### src/rtl/input_buffer_sub.sv
// Per-port router input FIFO: show-ahead head flit to route computation,
// occupancy published as backpressure pressure, sticky overflow flag.
module input_buffer_sub #(
  parameter int unsigned DEPTH    = 8,
  parameter int unsigned WIDTH    = 3,
  parameter int unsigned DATASIZE = 40
) (
  input  logic                buf_clk,
  input  logic                rst_n,
  input  logic [DATASIZE-1:0] data_in,
  input  logic                valid_in,
  output logic                ready_out,
  output logic [DATASIZE-1:0] data_out,
  output logic                valid_out,
  input  logic                rc_ready,
  output logic [WIDTH:0]      pressure_out,
  output logic                overflow_err
);

  localparam logic [WIDTH:0] FULL_COUNT = (WIDTH+1)'(DEPTH);

  logic [DATASIZE-1:0] mem [DEPTH];
  logic [WIDTH-1:0]    wr_ptr;
  logic [WIDTH-1:0]    rd_ptr;
  logic [WIDTH:0]      count;
  logic                push;
  logic                pop;

  always_comb begin
    ready_out    = (count != FULL_COUNT);
    valid_out    = (count != '0);
    push         = valid_in & ready_out;
    pop          = rc_ready & valid_out;
    data_out     = mem[rd_ptr];
    pressure_out = count;
  end

  // Memory is cleared on reset so data_out is never X while empty.
  always_ff @(posedge buf_clk or negedge rst_n) begin
    if (!rst_n) begin
      for (int unsigned i = 0; i < DEPTH; i++) mem[i] <= '0;
      wr_ptr       <= '0;
      rd_ptr       <= '0;
      count        <= '0;
      overflow_err <= 1'b0;
    end else begin
      if (push) begin
        mem[wr_ptr] <= data_in;
        wr_ptr      <= wr_ptr + 1'b1;
      end
      if (pop) rd_ptr <= rd_ptr + 1'b1;
      if (push && !pop)      count <= count + 1'b1;
      else if (pop && !push) count <= count - 1'b1;
      if (valid_in && !ready_out) overflow_err <= 1'b1;
    end
  end

endmodule

### config.mk
export PLATFORM = sky130hd
export DESIGN_NAME = input_buffer_sub
export DESIGN_NICKNAME = d
export VERILOG_FILES = /design/src/rtl/input_buffer_sub.sv
export SDC_FILE = /design/constraint.sdc
export NUM_CORES = 1
export LEC_CHECK = 0
export ABC_AREA = 1
export ABC_CLOCK_PERIOD_IN_PS = 3500
export CAP_MARGIN = 20
export CORE_ASPECT_RATIO = 0.9
export CORE_MARGIN = 10
export CORE_UTILIZATION = 42
export DETAILED_ROUTE_END_ITERATION = 6
export GPL_TIMING_DRIVEN = 1
export PLACE_DENSITY = 0.58
export RECOVER_POWER = 50
export SYNTH_ARGS = -nofsm -noshare
export SYNTH_HDL_FRONTEND = slang
export SYNTH_SLANG_ARGS = --single-unit
### constraint.sdc
create_clock -name buf_clk -period 3.5 [get_ports buf_clk]
set_clock_uncertainty 0.2 [all_clocks]
set_input_delay 0.7 -clock buf_clk [delete_from_list [all_inputs] [get_ports buf_clk]]
set_output_delay 0.7 -clock buf_clk [all_outputs]
set_load 0.05 [all_outputs]
Yosys cells after proc, flatten, opt, wreduce, memory -nomap -nowiden
Index checks and enable logic that the tools add are counted.
{"block": "totals", "reg_bits": 331, "input_bits": 44, "out_inout_bits": 47}
{"block": "op_classes", "add_sub_neg": 4, "order_cmp": 3, "eq_ne": 1, "n_mux": 8, "n_bitwise": 4, "n_reduce_logical": 9}
{"operator": "bitwise mux 320 bit", "n": 1}
{"operator": "binary-select mux 40 bit (select 3 bit)", "n": 1}
{"operator": "demux 40 bit (select 3 bit)", "n": 1}
{"operator": "2-to-1 mux 40 bit", "n": 3}
{"operator": ">= comparator 4 bit (second input constant)", "n": 2}
{"operator": "2-to-1 mux 4 bit", "n": 2}
{"operator": "inverter 3 -> 4 bit", "n": 2}
{"operator": "adder 3 x 1 -> 3 bit (second input constant)", "n": 2}
{"operator": "adder 4 x 1 -> 4 bit (second input constant)", "n": 1}
{"operator": "logical AND 1 bit", "n": 4}
{"operator": "< comparator 4 x 1 -> 1 bit (second input constant)", "n": 1}
{"operator": "inequality test 4 bit (second input constant)", "n": 1}
{"operator": "nonzero test 4 bit", "n": 1}
{"operator": "subtractor 4 x 1 -> 4 bit (second input constant)", "n": 1}
{"operator": "zero test 1 bit", "n": 3}
{"operator": "bitwise AND 1 bit", "n": 2}
{"operator": "nonzero test 2 bit", "n": 1}

Longest topological paths before layout
Gate-level depths: netlist (run 1).
{"block": "depth", "word_depth": 6, "ltp_mapped": 14}

Worst setup path before layout (run 1)
OpenSTA, ideal clock, no wires.
{"block": "synth_path", "path_type": "register to register", "start": "reg count[0], in the netlist pressure_out[0]", "end": "reg count[3], in the netlist pressure_out[3]", "setup_ns": 0.118, "arrival_ns": 2.618, "t_required_ns": 3.182, "slack_ns": 0.564, "stages_incl_launch_ff": 12, "n_path_buf": 0, "cell_sequence": "dfrtp_1 nor2_1 nand3_1 nand2_1 ha_1 inv_1 ha_1 or2_2 nand2_1 nand2_1 nand3_1 nand2_1"}
{"block": "synth_between", "elab_chain_cells": 5, "word_cells_on_any_way": 13}
{"item": "start: declaration", "line_no": "25", "source": "logic [WIDTH:0] count;"}
{"item": "start signal: assignment", "line_no": "52", "source": "if (push && !pop) count <= count + 1'b1;"}
{"item": "start signal: assignment", "line_no": "53", "source": "else if (pop && !push) count <= count - 1'b1;"}
{"item": "nonzero test 4 bit (*)", "line_no": "31", "source": "valid_out = (count != '0);"}
{"item": "net valid_out", "line_no": "14", "source": "output logic valid_out,"}
{"item": "bitwise AND 1 bit (*)", "line_no": "33", "source": "pop = rc_ready & valid_out;"}
{"item": "zero test 1 bit", "line_no": "52"}
{"item": "logical AND 1 bit", "line_no": "52"}
{"item": "2-to-1 mux 4 bit / nonzero test 2 bit (equally long branches)"}
Mark *: on every way through the listed nets, which the timed path passes. The rest lies on a longest branch. The select of a mux whose other input is x is not followed.
A chain may end at the register's enable or synchronous reset.

Worst setup path in the final report (run 1)
{"block": "layout_path", "start": "reg count[1], in the netlist pressure_out[1]", "end": "out ready_out"}
{"block": "layout_between", "elab_chain_cells": 1}
{"item": "inequality test 4 bit", "line_no": "30", "source": "ready_out = (count != FULL_COUNT);"}
{"item": "end: declaration", "line_no": "12", "source": "output logic ready_out,"}
No other way between the ends.

==> results of run 1 <==
==> stage by stage <==
step,cells,setup slack (ps)
after global placement,3055,700
after global routing,3124,207
after floorplan,2608,564
final,3124,346
after CTS,3124,321
after detailed placement,3055,696
==> flip-flops by register name (all words and copies together) (netlist names) <==
| name | count |
|---|---|
| mem | 320 |
| overflow_err | 1 |
| pressure_out | 4 |
| rd_ptr | 3 |
| wr_ptr | 3 |
==> worst paths after layout <==
kind / cells past startpoint / start / endpoint / slack [ps]
max: 3 / pressure_out[1] / ready_out / 350
min: 2 / mem[100] / mem[100] / 270
max reg2reg: 7 / pressure_out[1] / mem[58] / 400
min reg2reg: 2 / mem[100] / mem[100] / 270
max in group asynchronous: 3 / rst_n / mem[26] / 560
min in group asynchronous: 2 / rst_n / mem[84] / 570
==> cell type report <==
cell class,instances,area [µm²]
sequential,331,8290
timing repair buffer,140,1810
clock inverter,4,45.0
clock buffer,64,1230
tap,547,684
multi-input combinational,1866,8020
inverter,172,646
fill,4240,21200
==> power breakdown <==
| group | internal, mW | switching [mW] | leakage (nW) | total (mW) |
|---|---|---|---|---|
| combinational | 4.51 | 8.13 | 6.36 | 12.6 |
| sequential | 5.53 | 0.963 | 4.17 | 6.50 |
| clock | 2.46 | 1.61 | 0.630 | 4.08 |
| total | 12.5 | 10.7 | 11.2 | 23.2 |
==> cell usage in the layout (no fill, tap or decap), types with 2 or more instances in the layout <==
master | synthesis | layout
buf_8 | 0 | 2
buf_4 | 0 | 30
o21ai_0 | 3 | 3
clkdlybuf4s50_1 | 0 | 48
nand3_2 | 0 | 5
clkbuf_8 | 0 | 12
xnor2_1 | 5 | 5
inv_1 | 170 | 169
clkbuf_2 | 34 | 3
nor2_1 | 330 | 322
nand2_1 | 1186 | 1186
clkbuf_16 | 0 | 41
inv_2 | 2 | 3
nand3_1 | 13 | 7
clkbuf_1 | 132 | 14
dfrtp_1 | 331 | 328
nand4_1 | 320 | 320
dfrtp_4 | 0 | 2
ha_1 | 5 | 5
buf_12 | 0 | 51
clkinv_2 | 0 | 3
nor2_4 | 0 | 8
==> routing by layer <==
layer / track usage (%) / up-vias / part of all wire (%)
met1: 30.6 / 8028 / 46
met5: 0 / - / 0
li1: - / 8037 / -
met2: 35.4 / 464 / 47
met4: 4.48 / 0 / 1.6
met3: 2.55 / 62 / 5.3
==> cell families (layout without fill, tap and decap cells) <==
logic type | after synthesis | after routing | share of synthesized area, %
and+or+nand+nor | 1850 | 1850 | 43.5
AOI/OAI and AO/OA | 4 | 4 | 0.126
buffers and inverters | 411 | 380 | 9.26
adders and majority gates | 6 | 6 | 0.462
xor gates and xnor gates | 6 | 6 | 0.294
DFF | 331 | 331 | 46.4
==> critical path: stages (launching register included) <==
cell and delay [ps]:
dfrtp_1 450, nor2_1 260, nand3_4 170, clkdlybuf4s50_1 840
==> impl_metrics.py, run 1 <==
metrics = {
    "floorplanning": {
        "die_area_um2": 51200,
        "dieWidth_um": 237,
        "core_um2": 41900,
        "dieHeight_um": 216,
        "io_pins": 91,
        "initial_utilization_pct": 42.6,
        "rows": 71,
    },
    "timing": {
        "rsz0062_at_grt": "no",
        "report.final.slew_viol_count": 27,
        "period_share_pct": 90.1,
        "hold_viol_final": 0,
        "holdWs_ps": 267,
        "finalCriticalPeriod_ps": 3150,
        "relSlewSlack_pct": -3.92,
        "worst_pin_slew_ps": 1560,
        "setup_violations": 0,
        "timing.setup.tns_ps": 0,
        "clock.fmax_ghz": 0.317,
    },
    "clocking": {
        "ctsHoldBuffers": 1,
        "clock_latency_ps": 530,
        "clk_pin_slew_ps": 60,
        "htree_levels": 2,
        "cts.sink_count": 331,
        "ctsRootBufferMaster": "clkbuf_16",
        "numCtsBuffers": 38,
        "cts_buffer_depth": 3,
        "cts_tree": "built",
        "post_cts_resized": 0,
        "post-cts-setup-buffers": 0,
    },
    "pwr": {
        "p_total_mw": 23.2,
        "p_leak_nw": 11.2,
        "power_density_nw_per_um2": 1120,
        "ir_drop_uv": 903,
    },
    "routing": {
        "drt-pass1-iter-count": 5,
        "routed_wl_um": 56500,
        "num_vias": 16591,
        "ant_nets": 0,
        "drc": 0,
        "drt_iter0_drc": 1601,
        "via_per_inst": 5.31,
        "wire_per_inst_um": 18.1,
    },
    "yosys": {
        "ys_seq_area_share_pct": 46.4,
        "async_flop_share_pct": 100,
        "synth_area_um2": 17900,
        "synth_edf_count": 0,
        "yosys_register_bits": 331,
        "yosys-top-cells-area": "dfrtp_1 (46%), nand2_1 (25%), nand4_1 (11%)",
        "syn_avg_cell_area_um2": 6.85,
        "synth_top_area_share_pct": 46.4,
        "ys_top_cells_by_count": "nand2_1 (1186), dfrtp_1 (331), nor2_1 (330), nand4_1 (320), inv_1 (170)",
        "syn-instance-count": 2608,
        "yosysTopAreaCell": "dfrtp_1",
        "yosys_warnings": 0,
        "yosys_most_used_dff": "dfrtp_1",
        "synth.most_common_cell": "nand2_1",
        "ys_types": 18,
        "syn_nets": 2658,
    },
    "setup_path": {
        "cp.arrival_ps": 2250,
        "crit_type": "reg2out",
        "crit_fanout": 5,
        "crit_required_ps": 2600,
        "critPathLaunchType": "register",
        "end_kind": "output pin",
    },
    "finish": {
        "drive_gt1_share_pct": 6.44,
        "area_growth_pct": 16.1,
        "nNetsFinal": 2599,
        "fin_area_um2": 20700,
        "antenna_cells": 0,
        "fin_util_pct": 49.4,
    },
    "run_status": {
        "violations": "max-capacitance violations, max-slew violations",
        "status": "complete, but fails checks",
    },
    "place": {
        "placed_area_um2": 19500,
        "routabilityCongestion": 0.790,
        "hpwlAfterDp_um": 30500,
        "port_buffers": 90,
    },
    "global_routing": {
        "grt_max_degree": 210,
        "first_global_vias": 15656,
        "antenna_found_initial": 0,
        "grtUsageTotal_pct": 21.8,
        "grt_pass1_wl_um": 90400,
        "grt-ovfl-total": 0,
    },
    "worst_hold_path": {
        "hold_path_class": "reg2reg",
    },
    "flow_run": {
        "max_cap_violations": 1,
    },
}
(Power assumes the default switching activity.)
==> inputs of run 2 (changes only) <==
ABC_AREA = default   (was 1)
PLACE_DENSITY = default   (was 0.58)
==> run 2 against run 1 <==
Critical path type unchanged. Setup slack got worse by 180 ps. Clock power fell by 2%. Maximum frequency decreased by 5.3%. Synthesized cell count down 66%. Highest routed layer is now met5. Critical path depth up 1. Via count is 52% lower. The flow still finishes with violations (max-capacitance violations, max-slew violations). Critical endpoint is now data_out[6]. Utilization increased by 1.2 points.
==> impl_metrics.py, run 2 <==
metrics = {
    "timing": {
        "setup_ws_ps": 171,
        "worst_pin_slew_ps": 1690,
        "finalCriticalPeriod_ps": 3330,
        "period_share_pct": 95.1,
        "setup_violations": 0,
        "clock.fmax_ghz": 0.300,
        "report.final.slew_viol_count": 145,
        "relSlewSlack_pct": -12.3,
        "hold_viol_final": 0,
        "timing.setup.tns_ps": 0,
        "rsz0062_at_grt": "no",
    },
    "global_routing": {
        "grt_use_met2_pct": 23.6,
        "grt-ovfl-total": 0,
        "top_usage_layer": "met2",
        "grtUsageTotal_pct": 15.3,
        "grt_max_degree": 81,
        "grt_pass1_wl_um": 53400,
        "antenna_found_initial": 3,
        "first_global_vias": 8847,
        "use_met1_pct": 21.6,
        "met3_usage_pct": 2.90,
    },
    "setup_path": {
        "path_common_cell": "buf_4",
        "r2r_slack_ps": 460,
        "cp_top_family": "multiplexers",
        "path_buf_inv": 2,
        "crit_type": "reg2out",
        "crit_required_ps": 2600,
        "crit_fanout": 11,
        "r2r_cells": 5,
        "cp_cell_sequence": "buf_4 -> mux4_2 -> mux2_2 -> buf_4",
        "cp.arrival_ps": 2430,
        "timing.rr.end": "mem[289]",
        "crit_start": "rd_ptr[0]",
        "slowest_delay_ps": 590,
        "cp_slowest_cell": "dfrtp_4",
        "end_kind": "output pin",
        "rr_startpoint": "pressure_out[1]",
        "crit_cells": 4,
        "critPathLaunchType": "register",
    },
    "yosys": {
        "syn-instance-count": 881,
        "synth_edf_count": 0,
        "async_flop_share_pct": 100,
        "yosysTopAreaCell": "dfrtp_1",
        "syn_nets": 931,
        "syn_avg_cell_area_um2": 17.2,
        "yosys_register_bits": 331,
        "yosys_warnings": 0,
        "yosys_most_used_dff": "dfrtp_1",
        "ys_seq_area_share_pct": 54.6,
        "yosys-top-cells-area": "dfrtp_1 (55%), mux2_2 (20%), mux4_2 (12%)",
        "synth.most_common_cell": "dfrtp_1",
        "ys_types": 32,
        "ys_top_cells_by_count": "dfrtp_1 (331), mux2_2 (272), mux2_4 (80), mux4_2 (80), buf_2 (34)",
        "synth_top_area_share_pct": 54.6,
        "synth_area_um2": 15200,
    },
    "clocking": {
        "htree_levels": 2,
        "numCtsBuffers": 37,
        "clk_pin_slew_ps": 60,
        "ctsRootBufferMaster": "clkbuf_16",
        "clock_latency_ps": 520,
        "cts.sink_count": 331,
        "cts_buffer_depth": 3,
        "post_cts_resized": 0,
        "cts_tree": "built",
    },
    "floorplanning": {
        "dieHeight_um": 200,
        "core_um2": 35400,
        "dieWidth_um": 220,
        "io_pins": 91,
        "rows": 65,
        "die_area_um2": 44200,
        "initial_utilization_pct": 42.9,
    },
    "pwr": {
        "intPower_mw": 13.3,
        "power_frac_seq_pct": 33.2,
        "pwr-share-clk_pct": 19.2,
        "switchingPower_mw": 7.44,
        "combPwrFrac_pct": 47.6,
        "p_sw_share_pct": 35.8,
        "ir_drop_uv": 770,
        "p_leak_nw": 7.74,
        "power_density_nw_per_um2": 1160,
    },
    "worst_hold_path": {
        "whs_endpoint": "overflow_err",
        "hold_path_class": "reg2reg",
        "hp-start": "overflow_err",
        "min_delay_path_depth": 1,
    },
    "finish": {
        "final_cell_mix": "dfrtp_1 (328), mux2_2 (272), mux4_2 (80), mux2_4 (80), clkdlybuf4s50_1 (49)",
        "top_register": "mem",
        "largest_register_ffs": 320,
        "area_growth_pct": 18.0,
        "drive_gt1_share_pct": 55.7,
        "final_common_cell": "dfrtp_1",
        "nNetsFinal": 1035,
    },
    "place": {
        "dp_slack_ps": 215,
        "hpwlAfterDp_um": 18500,
        "routabilityCongestion": 0.707,
        "port_buffers": 90,
    },
    "routing": {
        "via_per_inst": 5.38,
        "drt-pass1-iter-count": 4,
        "drc": 0,
        "num_vias": 7985,
        "wire_per_inst_um": 22.3,
        "routed_wl_um": 33200,
        "drt_iter0_drc": 363,
        "ant_nets": 0,
    },
    "run_status": {
        "violations": "max-capacitance violations, max-slew violations",
        "status": "complete, but fails checks",
    },
    "flow_run": {
        "max_cap_violations": 4,
    },
}
-- run 2: changes by cell type after synthesis, sizes merged, moves of 80 or more --
cell	change
clkbuf	-151
nand4	-319
mux4	+80
inv	-169
nor2	-329
mux2	+363
nand2	-1180
-- run 2: cell type report --
class                      count  area [µm²]
fill                        2957       17500
sequential                   331        8290
multi-input combinational    489        6590
timing repair buffer         123        1170
clock buffer                  59        1160
tap                          469         587
clock inverter                 9         104
inverter                       3        11.3
antenna                        2        5.00
-- run 2: worst register-to-register path, stage by stage (launching register included) --
cell	delay (ps)
dfrtp_1	440
nor4b_1	480
inv_2	120
nand3b_1	120
clkbuf_2	1110
mux2_2	450
-- run 2: cells by family (layout without fill, tap and decap cells) --
kind of cell / count (synthesis) / after routing / share of synthesized area (%)
muxes: 444 / 444 / 40.8
DFF: 331 / 331 / 54.6
buffers and inverters: 61 / 194 / 2.18
and+or+nand+nor: 26 / 26 / 1.21
AOI/OAI and AO/OA: 7 / 7 / 0.321
adders and majority gates: 6 / 6 / 0.544
xor gates and xnor gates: 6 / 6 / 0.346
other: 0 / 2 / 0
-- run 2: per-stage QoR --
step	util, %	total power [mW]	std cells	hold WS, ps	instance area [µm²]
CTS	51.0	21.2	1483	265	18000
floorplan	-	14.3	881	204	15200
finish	50.6	20.8	1485	261	17900
detailed placement	47.3	17.0	1413	250	16700
global placement	47.3	16.9	1413	241	16700
global route	50.6	22.0	1484	279	17900
-- run 2: what timing repair did --
action,CTS,global route
endpoints found under the hold margin,28,0
hold buffers,1,0
endpoints found under the setup margin,20,0
buffers inserted,1,0
-- run 2: routing by layer --
layer,up-vias,wire (µm)
li1,3517,-
met1,4292,15600
met2,121,15600
met3,53,1310
met4,2,654
met5,-,7
-- run 2: worst max path at each step --
| stage | to | slack, ps |
|---|---|---|
| 2_1_floorplan | pressure_out[3] | 130 |
| 3_3_place_gp | pressure_out[3] | 290 |
| 3_5_place_dp | pressure_out[3] | 210 |
| 4_1_cts | data_out[19] | 120 |
| 5_1_grt | mem[218] | 60 |
| 6_report | data_out[6] | 170 |
-- run 2: power groups by stage --
stage	Combinational [mW]	Sequential, mW	Clock (mW)
2_1_floorplan	7.72	6.58	0
3_3_place_gp	9.91	6.97	0
3_5_place_dp	10.0	7.00	0
6_report	9.90	6.89	4.00
4_1_cts	10.1	6.92	4.12
5_1_grt	10.5	7.16	4.28
==> inputs of run 3 (changes only) <==
CORE_MARGIN = 3   (was 10)
CTS_CLUSTER_SIZE = 20   (was default)
==> run 3 against run 2 <==
The run still ends with max-capacitance violations, max-slew violations left. Total power shrank 0.59%. Flip-flop and latch count is the same. Non-clock buffer count up 5. Sequential share of layout area about the same. Design area increased by 0.10%. Setup slack better by 85 ps. Register-to-register slack improved by 30 ps. Largest cell class unchanged. Highest routed layer unchanged.
==> impl_metrics.py, run 3 (synthesis gave the netlist of run 2 again) <==
metrics = {
    "clocking": {
        "clock_latency_ps": 510,
        "cts.sink_count": 331,
        "htree_levels": 2,
        "clk_pin_slew_ps": 60,
        "numCtsBuffers": 37,
        "cts_buffer_depth": 3,
        "cts_tree": "built",
        "post_cts_resized": 0,
        "ctsRootBufferMaster": "clkbuf_16",
    },
    "floorplanning": {
        "rows": 65,
        "dieWidth_um": 206,
        "initial_utilization_pct": 42.9,
        "dieHeight_um": 186,
        "core_um2": 35400,
        "die_area_um2": 38500,
        "io_pins": 91,
    },
    "routing": {
        "via_per_inst": 5.33,
        "drt_iter0_drc": 351,
        "ant_nets": 0,
        "routed_wl_um": 32400,
        "drt-pass1-iter-count": 4,
        "drc": 0,
        "wire_per_inst_um": 21.9,
        "num_vias": 7915,
    },
    "setup_path": {
        "r2r_cells": 8,
        "crit_required_ps": 2600,
        "timing.rr.end": "pressure_out[3]",
        "end_kind": "output pin",
        "cp.arrival_ps": 2340,
        "critPathLaunchType": "register",
        "r2r_slack_ps": 490,
        "crit_type": "reg2out",
        "crit_fanout": 10,
        "rr_startpoint": "pressure_out[2]",
        "crit_start": "rd_ptr[0]",
    },
    "timing": {
        "relSlewSlack_pct": -48.8,
        "setup_violations": 0,
        "report.final.slew_viol_count": 82,
        "clock.fmax_ghz": 0.308,
        "worst_pin_slew_ps": 2230,
        "hold_viol_final": 0,
        "period_share_pct": 92.7,
        "timing.setup.tns_ps": 0,
        "finalCriticalPeriod_ps": 3240,
        "rsz0062_at_grt": "no",
    },
    "worst_hold_path": {
        "hold_path_class": "reg2reg",
        "min_delay_path_depth": 1,
        "whs_endpoint": "overflow_err",
        "hp-start": "overflow_err",
    },
    "global_routing": {
        "use_met1_pct": 25.1,
        "top_usage_layer": "met2",
        "grt_pass1_wl_um": 52300,
        "first_global_vias": 8834,
        "grtUsageTotal_pct": 17.4,
        "grt_use_met2_pct": 27.7,
        "met3_usage_pct": 3.17,
        "grt_max_degree": 84,
        "antenna_found_initial": 2,
        "grt-ovfl-total": 0,
    },
    "finish": {
        "area_growth_pct": 18.1,
        "largest_register_ffs": 320,
        "top_register": "mem",
        "fillers": 2971,
        "final_common_cell": "dfrtp_1",
        "multiInputGateArea_um2": 6600,
        "ff_latch_area_um2": 8290,
        "fin_area_um2": 17900,
        "drive_gt1_share_pct": 56.4,
        "final_cell_mix": "dfrtp_1 (328), mux2_2 (272), mux4_2 (80), mux2_4 (80), buf_4 (55)",
        "nNetsFinal": 1040,
        "antenna_cells": 0,
    },
    "place": {
        "placed_area_um2": 16800,
        "port_buffers": 90,
        "routabilityCongestion": 0.708,
        "hpwlAfterDp_um": 18800,
    },
    "flow_run": {
        "max_cap_violations": 1,
    },
    "run_status": {
        "violations": "max-capacitance violations, max-slew violations",
        "status": "complete, but fails checks",
    },
    "pwr": {
        "power_density_nw_per_um2": 1150,
        "p_leak_nw": 7.77,
        "ir_drop_uv": 773,
    },
}
run 3: routing by layer:
metal	vias to the layer above	wire (µm)
met5	-	23
li1	3533	-
met2	107	15300
met1	4216	15300
met3	55	1180
met4	4	601
run 3: worst max path at each step:
stage / endpoint / depth (start not counted)
CTS: data_out[32] / 4
floorplan: pressure_out[3] / 8
global placement: pressure_out[3] / 9
global route: mem[170] / 2
finish: data_out[37] / 4
detailed placement: pressure_out[3] / 9
run 3: timing repair:
action | 4_1_cts | 5_1_grt
setup endpoints to repair | 0 | 18
hold buffers | 0 | 0
buffers inserted | 0 | 4
run 3: area by class of cell:
cell class	count	area share, %
timing repair buffer	128	6.86
clock buffer	53	6.00
clock inverter	11	0.781
multi-input combinational	489	36.8
inverter	3	0.0628
tap	469	3.27
sequential	331	46.2
run 3: through the flow:
| stage | util, % | power [mW] | setup WS [ps] | hold WS [ps] | instances |
|---|---|---|---|---|---|
| global route | 50.7 | 21.9 | 81.6 | 285 | 1484 |
| finish | 50.7 | 20.7 | 256 | 262 | 1484 |
| global placement | 47.4 | 16.8 | 383 | 246 | 1416 |
| floorplan | - | 14.3 | 128 | 204 | 881 |
| detailed placement | 47.4 | 17.0 | 338 | 252 | 1416 |
| CTS | 50.8 | 21.0 | 4.71 | 15.8 | 1480 |
run 3: report_power, final:
group	internal (mW)	leakage [nW]	switching [mW]
clock network	2.36	0.599	1.52
logic	5.14	3.20	4.79
registers	5.79	3.97	1.08
run 3: worst max-delay path: stages (launching register included):
cell and delay, ps:
dfrtp_4 540, buf_4 290, mux4_2 530, mux2_2 280
buf_4 190
